==> src/rtl/alu.sv <==
// Two-operand integer ALU with registered result, carry, zero and overflow flags.
// One shared adder serves ADD, SUB and the signed SLT comparison.
module alu #(
  parameter int unsigned WIDTH = 4
) (
  input  logic             clk,
  input  logic             rst_n,
  input  logic [2:0]       op,
  input  logic             in_c,
  input  logic [WIDTH-1:0] in_x,
  input  logic [WIDTH-1:0] in_y,
  output logic [WIDTH-1:0] out_s,
  output logic             out_c,
  output logic             zero,
  output logic             overflow
);

  typedef enum logic [2:0] {
    OpAdd = 3'b000,
    OpSub = 3'b001,
    OpNot = 3'b010,
    OpAnd = 3'b011,
    OpOr  = 3'b100,
    OpXor = 3'b101,
    OpSlt = 3'b110,
    OpEq  = 3'b111
  } op_e;

  localparam int unsigned Msb = WIDTH - 1;

  op_e              op_sel;
  logic             use_sub;
  logic [WIDTH-1:0] add_b;
  logic             add_cin;
  logic [WIDTH:0]   add_sum;
  logic [WIDTH-1:0] add_s;
  logic             add_c;
  logic             add_v;
  logic             less;

  logic [WIDTH-1:0] s_d, s_q;
  logic             c_d, c_q;
  logic             z_d, z_q;
  logic             v_d, v_q;

  assign op_sel = op_e'(op);

  // SUB and SLT both compute x + ~y + 1 on the shared adder.
  always_comb begin
    use_sub = (op_sel == OpSub) || (op_sel == OpSlt);
    add_b   = use_sub ? ~in_y : in_y;
    if (use_sub) begin
      add_cin = 1'b1;
    end else if (op_sel == OpAdd) begin
      add_cin = in_c;
    end else begin
      add_cin = 1'b0;
    end
    add_sum = {1'b0, in_x} + {1'b0, add_b} + {{WIDTH{1'b0}}, add_cin};
    add_s   = add_sum[WIDTH-1:0];
    add_c   = add_sum[WIDTH];
    // With add_b already inverted for SUB, one overflow rule covers both cases.
    add_v   = (in_x[Msb] == add_b[Msb]) && (add_s[Msb] != in_x[Msb]);
    less    = add_s[Msb] ^ add_v;
  end

  always_comb begin
    s_d = '0;
    c_d = 1'b0;
    v_d = 1'b0;
    unique case (op_sel)
      OpAdd, OpSub: begin
        s_d = add_s;
        c_d = add_c;
        v_d = add_v;
      end
      OpNot: s_d = ~in_x;
      OpAnd: s_d = in_x & in_y;
      OpOr:  s_d = in_x | in_y;
      OpXor: s_d = in_x ^ in_y;
      OpSlt: s_d = {{(WIDTH-1){1'b0}}, less};
      OpEq:  s_d = {{(WIDTH-1){1'b0}}, (in_x == in_y)};
      default: s_d = '0;
    endcase
    z_d = (s_d == '0);
  end

  always_ff @(posedge clk or negedge rst_n) begin
    if (!rst_n) begin
      s_q <= '0;
      c_q <= 1'b0;
      z_q <= 1'b1;
      v_q <= 1'b0;
    end else begin
      s_q <= s_d;
      c_q <= c_d;
      z_q <= z_d;
      v_q <= v_d;
    end
  end

  assign out_s    = s_q;
  assign out_c    = c_q;
  assign zero     = z_q;
  assign overflow = v_q;

endmodule

==> config.mk <==
export PLATFORM = sky130hd
export DESIGN_NAME = alu
export DESIGN_NICKNAME = d
export VERILOG_FILES = /design/src/rtl/alu.sv
export SDC_FILE = /design/constraint.sdc
export NUM_CORES = 1
export LEC_CHECK = 0
export ABC_CLOCK_PERIOD_IN_PS = 900
export CAP_MARGIN = 20
export CORE_MARGIN = 2
export CORE_UTILIZATION = 47
export CTS_CLUSTER_SIZE = 28
export DETAILED_ROUTE_END_ITERATION = 16
export GPL_ROUTABILITY_DRIVEN = 0
export PLACE_DENSITY = 0.91
export SLEW_MARGIN = 0
export SYNTH_ARGS = -nofsm -noshare
export SYNTH_HDL_FRONTEND = slang
export SYNTH_SLANG_ARGS = --single-unit
==> constraint.sdc <==
create_clock -name clk -period 0.9 [get_ports clk]
set_input_delay 0.27 -clock clk [delete_from_list [all_inputs] [get_ports clk]]
set_output_delay 0.27 -clock clk [all_outputs]
set_load 0.05 [all_outputs]
# After elaboration in Yosys (flattened, before gate mapping)
# Cells that the tools add are included.
[word_totals]
ff_bits = 7
word_cells = 33
output_inout_bits = 7
input_bits = 14
[op_classes]
addsub = 2
mux = 6
bitwise = 6
reduce_logical = 5
eq_ne = 10
[op_table]
columns = ["op", "n"]
rows = [
  ["4-bit one-hot mux with 7 select lines", 1],
  ["3-bit == test (second input constant)", 4],
  ["4-bit NOT", 2],
  ["3-bit by 2-bit == test with 1-bit output (second input constant)", 2],
  ["4-bit by 4-bit adder with 5-bit output", 1],
  ["5-bit by 1-bit adder with 5-bit output", 1],
  ["4-bit AND", 1],
  ["4-bit == test", 1],
  ["4-bit logical NOT", 1],
  ["1-bit two-way mux", 4],
  ["4-bit two-way mux", 1],
  ["4-bit bitwise OR", 1],
  ["4-bit bitwise XOR", 1],
  ["3-bit by 1-bit == test with 1-bit output (second input constant)", 1],
  ["3-bit logical NOT", 1],
  ["2-bit OR reduction", 1],
  ["1-bit == test", 1],
  ["1-bit logical AND", 1],
  ["1-bit logical OR", 1],
  ["1-bit inequality test", 1],
  ["1-bit bitwise XOR", 1],
]

# Longest topological paths before layout
[depth]
ltp_word = 10
mapped_depth = 11
ltp_nobuf = 10

# Worst setup path before layout
# OpenSTA, ideal clock, no wires.
[synth_timing]
path_type = "input to register"
start = "in op[2]"
end = "reg z_q, in the netlist zero"
t_arrival_ns = 2.414
n_path_buf = 1
required_ns = 0.810
setup_time_ns = 0.090
setup_slack_ns = -1.604
stages = 11
path_cell_list = "buf_4 and3b_4 a21oi_1 xnor2_1 fa_1 inv_1 fa_1 xor2_1 o21ai_0 o22ai_1 nor4_2"
[synth_via]
word_cells_on_any_way = 21
classes_between = "2 x add/sub; 9 x eq/ne; 4 x mux; 1 x bitwise; 5 x reduce/logical"
[synth_lines]
columns = ["item", "line_no", "text"]
rows = [
  ["start: declaration", "8", "input logic [2:0] op,"],
  ["3-bit by 1-bit == test with 1-bit output / 3-bit == test (equally long branches)", "50, 71", ""],
  ["1-bit logical OR", "50", "use_sub = (op_sel == OpSub) || (op_sel == OpSlt);"],
  ["4-bit two-way mux", "51", "add_b = use_sub ? ~in_y : in_y;"],
  ["4-bit by 4-bit adder with 5-bit output", "59", "add_sum = {1'b0, in_x} + {1'b0, add_b} + {{WIDTH{1'b0}}, add_cin};"],
  ["5-bit by 1-bit adder with 5-bit output", "59", ""],
  ["4-bit one-hot mux with 7 select lines *", "71", "unique case (op_sel)"],
  ["net s_d[2]", "41", "logic [WIDTH-1:0] s_d, s_q;"],
  ["4-bit logical NOT *", "85", "z_d = (s_d == '0);"],
  ["net z_d", "43", "logic z_d, z_q;"],
  ["end signal: assignment", "97", "z_q <= z_d;"],
  ["end: declaration", "43", ""],
]
# Mark *: on every way through the listed nets, which the timed path passes. The rest lies on a longest branch.

# Final worst setup path
[layout_timing]
start = "in op[0]"
end = "reg z_q, in the netlist zero"
# The elaborated chain is that of the path after synthesis.

==> metrics.yaml <==
status: "finished with violations"
violations: "setup timing"
max_cap_viol_count: 0
synth_nets: 113
slowest_stage: "fa_2"
htreeDepth: 1
vias_per_cell: 6.043
hold_buffers: 0
synth_area_um2: 758.2
synth_seq_cells: 7
num_rows: 14
cpPeakStageDelay_ns: 0.35
crit_required_ns: 1.07
synth.distinct_cells: 34
path_clk_slew_ns: 0.05
grt_pass1_wl_um: 3325
period_share_pct: 235.4
layout-drive-gt1-share_pct: 47.20
drtAntennaViolNets: 0
antenna_found_initial: 0
avgRoutedWirePerCell_um: 19.87
regArea_um2: 176.4
pin_count: 21
cp-end-kind: "flip-flop"
nNetsFinal: 153
ys.flop_type: "dfrtp_1"
syn_inst: 86
fp.dieH_um: 44.17
cp-start-kind: "input port"
grt_usage_pct: 23.98
ir_drop_mv: 0.6671
die-area_um2: 1951
grt_pass1_vias: 759
numCtsBuffers: 3
finalCoreUtilization_pct: 91.20
antenna_cells: 0
worstMarginPinSlew_ns: 0.3184
drt_iter0_markers: 33
cts_sinks: 7
rsz0062_at_grt: "true"
fin_ws_ns: -1.219
worstPathArrival_ns: 2.28
area_growth_pct: 81.19
fillCellCount: 61
powerDensity_nw_per_um2: 1264
finalCriticalPeriod_ns: 2.119
initial_core_util_pct: 50.33
fmax_mhz: 472.0
dp_hpwl_um: 1630
critPathMaxFanout: 3
postLayoutCellArea_um2: 1374
crit_family: "adder cells"
first_pass_iters: 4
dpl-instance-area_um2: 1182
avgSynthCellArea_um2: 8.817
ys_warn_count: 0
vias: 852
die_w_um: 44.17
synth-edff-count: 0
p_leak_uw: 0.0006457
ys_seq_area_share_pct: 23.27
crit_chain: "buf_6, and3b_4, a21oi_4, xnor2_2, fa_2, inv_2, fa_2, xor2_1, o21ai_1, o22ai_2, nor4_2"
cp_common_cell: "fa_2"
max_slew_margin_pct: 78.78
core_um2: 1506
setup_viol: 14
cp_num_cells: 11
gr-total-overflow: 0
path_buf_inv: 2
routed_wl_um: 2801
drc: 0
clk_path_buf_depth: 2
hold_violations: 0
multi_input_area_um2: 680.7
cts_tree: "yes"
async_flop_share_pct: 100.0
hp-class: "in -> async"
grt_max_degree: 17
port_buffers: 20
cts_root_buffer: "clkbuf_4"
final_max_slew_viol_count: 0
critPathKind: "in -> reg"
==> per-layer routing <==
layer | part of all wire, % | vias to the layer above | track usage [%]
li1 | - | 372 | -
met1 | 38 | 420 | 26.85
met2 | 54 | 47 | 47.06
met3 | 3.9 | 13 | 1.224
met4 | 4.6 | 0 | 8.485
met5 | 0 | - | 0
==> state kept, by name (all words and copies together) (netlist names) <==
register,count
overflow,1
out_s,4
zero,1
out_c,1
==> cell type report <==
| class | count | area share (%) |
|---|---|---|
| inverters | 10 | 2.732 |
| repair buffers | 39 | 31.51 |
| multi-input cells | 65 | 49.54 |
| well taps | 16 | 1.457 |
| flip-flops and latches | 7 | 12.84 |
| clock buffers | 4 | 1.913 |
==> logic make-up (layout without fill, tap and decap cells) <==
family | Yosys count | after routing | synth area share [%]
XOR/XNOR | 7 | 7 | 8.086
AO/OA/AOI/OAI | 19 | 19 | 15.84
buffers and inverters | 14 | 53 | 8.747
flip-flops | 7 | 7 | 23.27
AND/OR/NAND/NOR | 25 | 25 | 19.31
multiplexers | 1 | 1 | 1.320
adder cells (fa/ha/maj) | 13 | 13 | 23.43
==> layout by cell type (no fill, tap or decap), types with 3 or more instances in the layout <==
cell type        Yosys  routed
clkdlybuf4s50_1      0       4
dlygate4sd2_1        0       5
a21oi_1              8       4
xnor2_2              0       3
nor2_1               6       5
clkbuf_4             0       3
buf_12               0       8
inv_1               10       7
dfrtp_1              6       6
buf_4                1      16
buf_6                1       5
inv_2                0       3
ha_1                11       9
a21oi_4              0       3
nand2_1              6       5
==> synthesized netlist by cell type, types with 2 or more instances <==
cell type | number | area share [%]
fa_1 | 2 | 5.3
nor2b_1 | 2 | 1.6
o211ai_1 | 2 | 2.0
ha_1 | 11 | 18
inv_1 | 10 | 5.0
a21oi_1 | 8 | 5.3
buf_2 | 2 | 1.3
nand2_1 | 6 | 3.0
xnor2_1 | 6 | 6.9
o21ai_0 | 2 | 1.3
dfrtp_1 | 6 | 20
nor3_1 | 2 | 1.3
nor2_1 | 6 | 3.0
==> report_power, final <==
part           internal [uW]  total [uW]  switching [uW]
clock                    169         280             111
combinational            539        1070             526
sequential               359         391            31.9
total                   1070        1740             669
==> through the flow <==
stage / hold WS (ns) / std cells / setup TNS, ns / power [uW] / setup WS, ns
3_3_place_gp: 0.5329 / 134 / -10.84 / 1211 / -1.704
6_report: 0.2650 / 141 / -8.635 / 1737 / -1.219
3_5_place_dp: 0.5376 / 134 / -11.40 / 1244 / -1.802
5_1_grt: 0.2923 / 141 / -9.168 / 1817 / -1.326
4_1_cts: 0.2688 / 139 / -8.244 / 1587 / -1.123
2_1_floorplan: -0.02559 / 86 / -7.698 / 846.7 / -1.281
==> repair_timing <==
item	in CTS	in global routing
endpoints found under the hold margin	0	0
pin swaps	18	16
gates resized for setup	30	14
setup endpoints to repair	14	14
buffers inserted	3	3
==> path summary, 6_finish.rpt <==
| check | to | slack, ns | start |
|---|---|---|---|
| setup / recovery | zero | -1.22 | op[0] |
| hold / removal | out_s[1] | 0.26 | rst_n |
| max in group asynchronous | zero | 0.36 | rst_n |
| min in group clk | overflow | 0.37 | op[2] |
Note: power is estimated with default switching activity, not from simulation.
